## config.mk

```make
export PLATFORM = sky130hd
export DESIGN_NAME = fir_input_sequencer_flat
export DESIGN_NICKNAME = d
export VERILOG_FILES = /design/src/rtl/fir_pkg.sv /design/src/rtl/fir_input_sequencer_if.sv /design/src/rtl/fir_sample_fifo.sv /design/src/rtl/fir_input_sequencer.sv /design/src/flat_wrapper.sv
export SDC_FILE = /design/constraint.sdc
export NUM_CORES = 1
export LEC_CHECK = 0
export CAP_MARGIN = 20
export CORE_ASPECT_RATIO = 0.5
export CORE_MARGIN = 4
export CORE_UTILIZATION = 45
export CTS_CLUSTER_DIAMETER = 60
export DETAILED_ROUTE_END_ITERATION = 10
export PLACE_DENSITY_LB_ADDON = 0.05
export SLEW_MARGIN = 25
export SYNTH_ARGS = -nofsm -noshare
export SYNTH_HDL_FRONTEND = slang
export SYNTH_SLANG_ARGS = --single-unit
```

## constraint.sdc

```tcl
create_clock -name clk -period 2.7 [get_ports clk]
set_clock_uncertainty 0.15 [all_clocks]
set_input_delay 0.27 -clock clk [delete_from_list [all_inputs] [get_ports clk]]
set_output_delay 0.27 -clock clk [all_outputs]
set_load 0.02 [all_outputs]
```

## src/rtl/fir_pkg.sv

```systemverilog
// Shared types and constants for the FIR input sequencer: FSM states, widths and
// the packing of a 16-bit tap set into the three coefficient-shift words.
package fir_pkg;

  localparam int FIR_W      = 6;
  localparam int FIR_TAPS   = 8;
  localparam int CFG_CYCLES = 3;
  localparam int CFG_WORD_W = 2 * FIR_TAPS;

  typedef enum logic [1:0] {
    IDLE,
    CFG,
    GAP,
    STREAM
  } fir_state_e;

  function automatic logic [1:0] cfg_tap(input logic [CFG_WORD_W-1:0] word, input int idx);
    return word[2*idx +: 2];
  endfunction

  // The FIR shifts coefficients in highest taps first, three 2-bit taps per word.
  function automatic logic [FIR_W-1:0] cfg_slice(input logic [CFG_WORD_W-1:0] word,
                                                 input logic [1:0] step);
    logic [FIR_W-1:0] slice;
    case (step)
      2'd0:    slice = {cfg_tap(word, 6), cfg_tap(word, 7), 2'b00};
      2'd1:    slice = {cfg_tap(word, 3), cfg_tap(word, 4), cfg_tap(word, 5)};
      default: slice = {cfg_tap(word, 0), cfg_tap(word, 1), cfg_tap(word, 2)};
    endcase
    return slice;
  endfunction

endpackage

```

## src/rtl/fir_input_sequencer_if.sv

```systemverilog
// Sample-in handshake plus FIR-facing outputs of the sequencer.
// slave = the sequencer itself, master = the upstream source / FIR side.
interface fir_seq_if #(
  parameter int W = fir_pkg::FIR_W
);
  logic [W-1:0] in_data;
  logic         in_valid;
  logic         in_ready;
  logic [W-1:0] x_n;
  logic         s_axis_fir_tvalid;
  logic         s_set_coeffs;

  modport master (
    output in_data, in_valid,
    input  in_ready, x_n, s_axis_fir_tvalid, s_set_coeffs
  );

  modport slave (
    input  in_data, in_valid,
    output in_ready, x_n, s_axis_fir_tvalid, s_set_coeffs
  );
endinterface

```

## src/rtl/fir_sample_fifo.sv

```systemverilog
// Small synchronous sample FIFO with an occupancy counter; full/empty derive from it.
// Read data is the current head (show-ahead), valid whenever empty is low.
module fir_sample_fifo
  import fir_pkg::*;
#(
  parameter int DEPTH = 4,
  parameter int W     = FIR_W
) (
  input  logic         clk,
  input  logic         reset,
  input  logic         push,
  input  logic         pop,
  input  logic [W-1:0] wdata,
  output logic [W-1:0] rdata,
  output logic         full,
  output logic         empty
);

  localparam int AW = $clog2(DEPTH);
  localparam int CW = AW + 1;

  logic [W-1:0]  mem_q [DEPTH];
  logic [AW-1:0] wr_ptr_q, wr_ptr_d;
  logic [AW-1:0] rd_ptr_q, rd_ptr_d;
  logic [CW-1:0] count_q, count_d;

  always_comb begin
    // NOTE: every signal assigned here gets a default first, so no path leaves it unassigned and infers a latch.
    wr_ptr_d = wr_ptr_q;
    rd_ptr_d = rd_ptr_q;
    count_d  = count_q;
    if (push) wr_ptr_d = wr_ptr_q + AW'(1);
    if (pop)  rd_ptr_d = rd_ptr_q + AW'(1);
    case ({push, pop})
      2'b10:   count_d = count_q + CW'(1);
      2'b01:   count_d = count_q - CW'(1);
      default: count_d = count_q;
    endcase
  end

  always_ff @(posedge clk or posedge reset) begin
    // NOTE: flops use non-blocking (<=) so every register samples pre-edge values regardless of statement order.
    if (reset) begin
      wr_ptr_q <= '0;
      rd_ptr_q <= '0;
      count_q  <= '0;
    end else begin
      wr_ptr_q <= wr_ptr_d;
      rd_ptr_q <= rd_ptr_d;
      count_q  <= count_d;
    end
  end

  // NOTE: the storage array is deliberately not reset; an entry is only read after it was written, and this keeps it RAM-mappable.
  always_ff @(posedge clk) begin
    if (push) mem_q[wr_ptr_q] <= wdata;
  end

  assign rdata = mem_q[rd_ptr_q];
  assign full  = (count_q == CW'(DEPTH));
  assign empty = (count_q == '0);

endmodule

```

## src/rtl/fir_input_sequencer.sv

```systemverilog
// Upstream feeder for the 8-tap FIR: sample FIFO, coefficient-load sequence, gap-free streaming.
// Build option: define FIR_SEQ_HOLD_EN to repeat the last streamed sample on underflow (else 0).
module fir_input_sequencer
  import fir_pkg::*;
#(
  parameter int DEPTH = 4,
  parameter int W     = FIR_W
) (
  input  logic                  clk,
  input  logic                  reset,
  fir_seq_if.slave              bus,
  input  logic                  stream_en,
  input  logic                  cfg_req,
  input  logic [CFG_WORD_W-1:0] cfg_word,
  output logic                  busy,
  output logic [7:0]            underrun_cnt
);

  fir_state_e            state_q, state_d;
  logic [1:0]            cfg_cnt_q, cfg_cnt_d;
  logic                  pend_q, pend_d;
  logic [CFG_WORD_W-1:0] cfg_word_q, cfg_word_d;
  logic [CFG_WORD_W-1:0] load_word_q, load_word_d;
  logic [W-1:0]          x_n_q, x_n_d;
  logic                  tvalid_q, tvalid_d;
  logic                  set_coeffs_q, set_coeffs_d;
  logic [7:0]            underrun_q, underrun_d;

  logic                  fifo_push, fifo_pop, fifo_full, fifo_empty;
  logic [W-1:0]          fifo_head;
  logic [W-1:0]          underflow_val;
  logic                  underflow;
  logic                  cfg_pending;

  assign bus.in_ready = ~fifo_full;
  assign fifo_push    = bus.in_valid & ~fifo_full;

  fir_sample_fifo #(
    .DEPTH (DEPTH),
    .W     (W)
  ) u_fifo (
    .clk   (clk),
    .reset (reset),
    .push  (fifo_push),
    .pop   (fifo_pop),
    .wdata (bus.in_data),
    .rdata (fifo_head),
    .full  (fifo_full),
    .empty (fifo_empty)
  );

`ifdef FIR_SEQ_HOLD_EN
  logic [W-1:0] last_q, last_d;

  always_comb begin
    last_d = last_q;
    if (fifo_pop) last_d = fifo_head;
  end

  always_ff @(posedge clk or posedge reset) begin
    if (reset) last_q <= '0;
    else       last_q <= last_d;
  end

  assign underflow_val = last_q;
`else
  assign underflow_val = '0;
`endif

  // Leaving STREAM on the request edge itself lets CFG begin one edge later, as from IDLE.
  assign cfg_pending = pend_q | cfg_req;

  always_comb begin
    state_d      = state_q;
    cfg_cnt_d    = cfg_cnt_q;
    pend_d       = pend_q;
    cfg_word_d   = cfg_word_q;
    load_word_d  = load_word_q;
    x_n_d        = '0;
    tvalid_d     = 1'b0;
    set_coeffs_d = 1'b0;
    fifo_pop     = 1'b0;
    underflow    = 1'b0;

    unique case (state_q)
      IDLE: begin
        if (pend_q) begin
          state_d      = CFG;
          cfg_cnt_d    = '0;
          pend_d       = 1'b0;
          load_word_d  = cfg_word_q;
          set_coeffs_d = 1'b1;
          x_n_d        = W'(cfg_slice(cfg_word_q, 2'd0));
        end else if (!cfg_pending && stream_en && !fifo_empty) begin
          state_d  = STREAM;
          tvalid_d = 1'b1;
          fifo_pop = 1'b1;
          x_n_d    = fifo_head;
        end
      end
      CFG: begin
        // The in-progress load reads its own copy, so a new request cannot disturb it.
        if (cfg_cnt_q == 2'(CFG_CYCLES - 1)) begin
          state_d = GAP;
        end else begin
          cfg_cnt_d    = cfg_cnt_q + 2'd1;
          set_coeffs_d = 1'b1;
          x_n_d        = W'(cfg_slice(load_word_q, cfg_cnt_q + 2'd1));
        end
      end
      GAP: begin
        state_d = IDLE;
      end
      STREAM: begin
        if (!stream_en || cfg_pending) begin
          state_d = IDLE;
        end else begin
          tvalid_d = 1'b1;
          if (!fifo_empty) begin
            fifo_pop = 1'b1;
            x_n_d    = fifo_head;
          end else begin
            underflow = 1'b1;
            x_n_d     = underflow_val;
          end
        end
      end
      default: state_d = IDLE;
    endcase

    if (cfg_req) begin
      pend_d     = 1'b1;
      cfg_word_d = cfg_word;
    end

    underrun_d = underrun_q;
    if (underflow && underrun_q != 8'hFF) underrun_d = underrun_q + 8'd1;
  end

  always_ff @(posedge clk or posedge reset) begin
    if (reset) begin
      state_q      <= IDLE;
      cfg_cnt_q    <= '0;
      pend_q       <= 1'b0;
      cfg_word_q   <= '0;
      load_word_q  <= '0;
      x_n_q        <= '0;
      tvalid_q     <= 1'b0;
      set_coeffs_q <= 1'b0;
      underrun_q   <= '0;
    end else begin
      state_q      <= state_d;
      cfg_cnt_q    <= cfg_cnt_d;
      pend_q       <= pend_d;
      cfg_word_q   <= cfg_word_d;
      load_word_q  <= load_word_d;
      x_n_q        <= x_n_d;
      tvalid_q     <= tvalid_d;
      set_coeffs_q <= set_coeffs_d;
      underrun_q   <= underrun_d;
    end
  end

  assign bus.x_n               = x_n_q;
  assign bus.s_axis_fir_tvalid = tvalid_q;
  assign bus.s_set_coeffs      = set_coeffs_q;
  assign busy                  = (state_q != IDLE);
  assign underrun_cnt          = underrun_q;

endmodule

```

## src/flat_wrapper.sv

```systemverilog
// flat-port wrapper written by rule: the top's interface ports become plain ports
module fir_input_sequencer_flat import fir_pkg::*;
#(
  parameter int DEPTH = 4,
  parameter int W     = FIR_W
)
  (clk, reset, stream_en, cfg_req, cfg_word, busy, underrun_cnt, bus_in_data, bus_in_valid, bus_in_ready, bus_x_n, bus_s_axis_fir_tvalid, bus_s_set_coeffs);
  fir_seq_if #(.W(W)) bus_i ();
  input  logic clk;
  input  logic reset;
  input  logic stream_en;
  input  logic cfg_req;
  input  logic [CFG_WORD_W-1:0] cfg_word;
  output logic busy;
  output logic [7:0] underrun_cnt;
  input wire logic [$bits(bus_i.in_data)-1:0] bus_in_data;
  input wire logic [$bits(bus_i.in_valid)-1:0] bus_in_valid;
  output wire logic [$bits(bus_i.in_ready)-1:0] bus_in_ready;
  output wire logic [$bits(bus_i.x_n)-1:0] bus_x_n;
  output wire logic [$bits(bus_i.s_axis_fir_tvalid)-1:0] bus_s_axis_fir_tvalid;
  output wire logic [$bits(bus_i.s_set_coeffs)-1:0] bus_s_set_coeffs;
  assign bus_i.in_data = bus_in_data;
  assign bus_i.in_valid = bus_in_valid;
  assign bus_in_ready = bus_i.in_ready;
  assign bus_x_n = bus_i.x_n;
  assign bus_s_axis_fir_tvalid = bus_i.s_axis_fir_tvalid;
  assign bus_s_set_coeffs = bus_i.s_set_coeffs;
  fir_input_sequencer #(.DEPTH(DEPTH), .W(W)) u_core (.clk(clk), .reset(reset), .bus(bus_i), .stream_en(stream_en), .cfg_req(cfg_req), .cfg_word(cfg_word), .busy(busy), .underrun_cnt(underrun_cnt));
endmodule
```

==> impl_metrics.json <==
{
  "track_usage": 0.157,
  "viasPerCell": 5.20,
  "grt_pass1_wl_microns": 11600,
  "path_max_fanout": 10,
  "vdd_drop_max_v": 0.000570,
  "tns_ps": 0,
  "die_y_microns": 71.7,
  "fin_crit_ps": 2410,
  "synth_ff_type": "dfrtp_1",
  "ys_seq_area_frac": 0.608,
  "initialDrtViolationCount": 130,
  "grt_antenna_before_repair": 0,
  "dp_hpwl_microns": 4940,
  "final_cell_area_sq_mm": 0.00450,
  "cp-end-kind": "output port",
  "synth_cell_types": 39,
  "max_freq_ghz": 0.415,
  "switchingPower_w": 0.00154,
  "min_path_type": "input pin to async pin",
  "regArea_sq_mm": 0.00222,
  "hold_viol": 0,
  "power_density_mw_per_mm2": 1020,
  "path_class": "flop to output port",
  "root_buffer": "clkbuf_16",
  "status": "finished, final reports clean",
  "initial_utilization": 0.481,
  "cts_resized": 0,
  "slew_violations": 0,
  "antenna_cells": 0,
  "postPlaceCellArea_sq_mm": 0.00425,
  "drive_above_1_share": 0.192,
  "synthesis.area_per_instance_sq_um": 13.6,
  "cp.arrival_ps": 1990,
  "die_w_microns": 135,
  "required_ps": 2280,
  "fp-row-count": 22,
  "cts_buffer_depth": 2,
  "grt_max_degree": 61,
  "cts_setup_buffers": 0,
  "drt-total-wl_microns": 7030,
  "fin_crit_sh": 0.892,
  "io_buffer_count": 44,
  "dp_cells": 417,
  "routabilityCongestion": 0.785,
  "ant_nets": 0,
  "p_int_w": 0.00303,
  "ys_ff_latch": 84,
  "wl_per_cell_microns": 16.3,
  "dr.pass1.iters": 4,
  "postSynthCellCount": 268,
  "design.core.area_sq_mm": 0.00760,
  "dieArea_sq_mm": 0.00972,
  "seqPwrFrac": 0.424,
  "fillCellCount": 628,
  "areaGrowthSynthToFinish_pct": 23.0,
  "nets": 361,
  "comb_power_share": 0.344,
  "setup-violations-final": 0,
  "p_leak_nw": 1.87,
  "grt_pass1_vias": 2291,
  "grt_setup_unrepaired": "false",
  "synth_edf_count": 24,
  "syn_nets": 309,
  "cts_tree": "yes",
  "syn-cell-area_sq_mm": 0.00366,
  "overflow": 0,
  "clk_latency_ps": 330,
  "ios": 45,
  "cap_viol_max_count": 0,
  "max-slew-margin-rel": 0.534,
  "hold_buffers": 0,
  "multi_input_area_sq_mm": 0.00134,
  "yosys_warnings": 0,
  "drc": 0,
  "final_util": 0.592,
  "cts_sinks": 84,
  "htree_levels": 3,
  "clk_pin_slew_worst_paths_ps": 60,
  "num_vias": 2240,
  "power.total_w": 0.00457,
  "worst_pin_slew_ps": 698,
  "numCtsBuffers": 9,
  "clkPwrFrac": 0.232,
  "synthArstFlopShare": 0.714,
  "fin_cells": 431,
  "critPathLaunchType": "flop",
  "switching_share": 0.336
}
-- per-stage QoR --
stage / setup slack [ps] / hold slack, ps
finish: 291 / 153
global route: 182 / 203
CTS: 259 / 170
detailed placement: 30.4 / 326
global placement: 67.1 / 320
floorplan: 270 / 219
-- layout by cell type (no fill, tap or decap), types with 2 or more instances in the layout --
cell type | Yosys | final
inv_1 | 14 | 13
clkbuf_16 | 0 | 9
a31oi_1 | 4 | 4
clkdlybuf4s50_1 | 0 | 44
buf_4 | 0 | 5
edfxtp_1 | 24 | 24
mux2_2 | 30 | 30
nand2_1 | 29 | 29
nand4_1 | 3 | 3
nor3_4 | 2 | 2
nand3_1 | 7 | 7
nor3_1 | 2 | 2
a22oi_1 | 5 | 5
and3_1 | 4 | 4
nor2_1 | 9 | 9
a21oi_1 | 6 | 6
mux4_2 | 6 | 6
ha_1 | 13 | 13
xnor2_1 | 9 | 9
dfrtp_1 | 60 | 60
xor2_1 | 4 | 4
clkinv_2 | 0 | 4
a221oi_1 | 4 | 4
and2_1 | 2 | 2
o21ai_0 | 8 | 8
-- synth_stat cells (6+ instances only) --
library cell | number | area (sq um)
dfrtp_1 | 60 | 1500
nand2_1 | 29 | 109
nor2_1 | 9 | 33.8
o21ai_0 | 8 | 40.0
mux4_2 | 6 | 135
inv_1 | 14 | 52.6
mux2_2 | 30 | 338
a21oi_1 | 6 | 30.0
clkbuf_1 | 6 | 22.5
nand3_1 | 7 | 35.0
xnor2_1 | 9 | 78.8
edfxtp_1 | 24 | 721
ha_1 | 13 | 163
-- cell type report --
type,instances,share of cell area
well taps,108,0.0301
flip-flops and latches,84,0.494
clock buffers,10,0.0509
repair buffers,50,0.111
multi-input cells,161,0.298
inverters,14,0.0117
clock inverters,4,0.00445
-- metal layers --
metal / track usage / part of all wire / up-vias
met1: 0.213 / 0.49 / 1121
met4: 0.0603 / 0.015 / 0
met2: 0.236 / 0.45 / 47
li1: - / - / 1062
met5: 0 / 0 / -
met3: 0.0533 / 0.047 / 10
-- registers in the layout, summed over array words and instances, names as in the netlist, 3 cells and up --
name                   flops
u_core.u_fifo.mem_q       24
u_core.u_fifo.count_q      3
u_core.bus.x_n             6
u_core.load_word_q        16
u_core.underrun_cnt        8
u_core.cfg_word_q         16
-- worst paths after layout --
path,depth (start not counted),slack (ps),to,from
min in group clk,2,340,u_core.load_word_q[14]$_DFFE_PP0P_,u_core.load_word_q[14]$_DFFE_PP0P_
setup reg to reg,6,370,u_core.u_fifo.count_q[1]$_DFFE_PP0P_,u_core.state_q[0]$_DFFE_PP0P_
hold reg to reg,2,340,u_core.load_word_q[14]$_DFFE_PP0P_,u_core.load_word_q[14]$_DFFE_PP0P_
setup / recovery,5,290,busy,u_core.state_q[0]$_DFFE_PP0P_
hold / removal,3,150,u_core.underrun_cnt[1]$_DFFE_PP0P_,reset
max in group asynchronous,3,1960,u_core.cfg_word_q[7]$_DFFE_PP0P_,reset
-- cell families after synthesis --
group	Yosys count	synth area share
multiplexers	37	0.132
buffers and inverters	23	0.0260
flip-flops	84	0.608
adder cells (fa/ha/maj)	14	0.0500
AND/OR/NAND/NOR	65	0.0955
XOR/XNOR	13	0.0311
AO/OA/AOI/OAI	32	0.0575
-- critical path, cell delays in order, from the launching register on --
cell	delay, ps
dfrtp_1	380
inv_1	100
ha_1	210
buf_4	170
inv_1	160
clkdlybuf4s50_1	640
-- power groups by stage --
stage	combinational, W	sequential (W)	clock [W]
3_3_place_gp	0.00154	0.00194	0
3_5_place_dp	0.00158	0.00196	0
5_1_grt	0.00174	0.00199	0.00115
2_1_floorplan	0.00112	0.00191	0
4_1_cts	0.00159	0.00194	0.00109
6_report	0.00157	0.00194	0.00106
No activity file was read; power rests on OpenSTA's default activity.
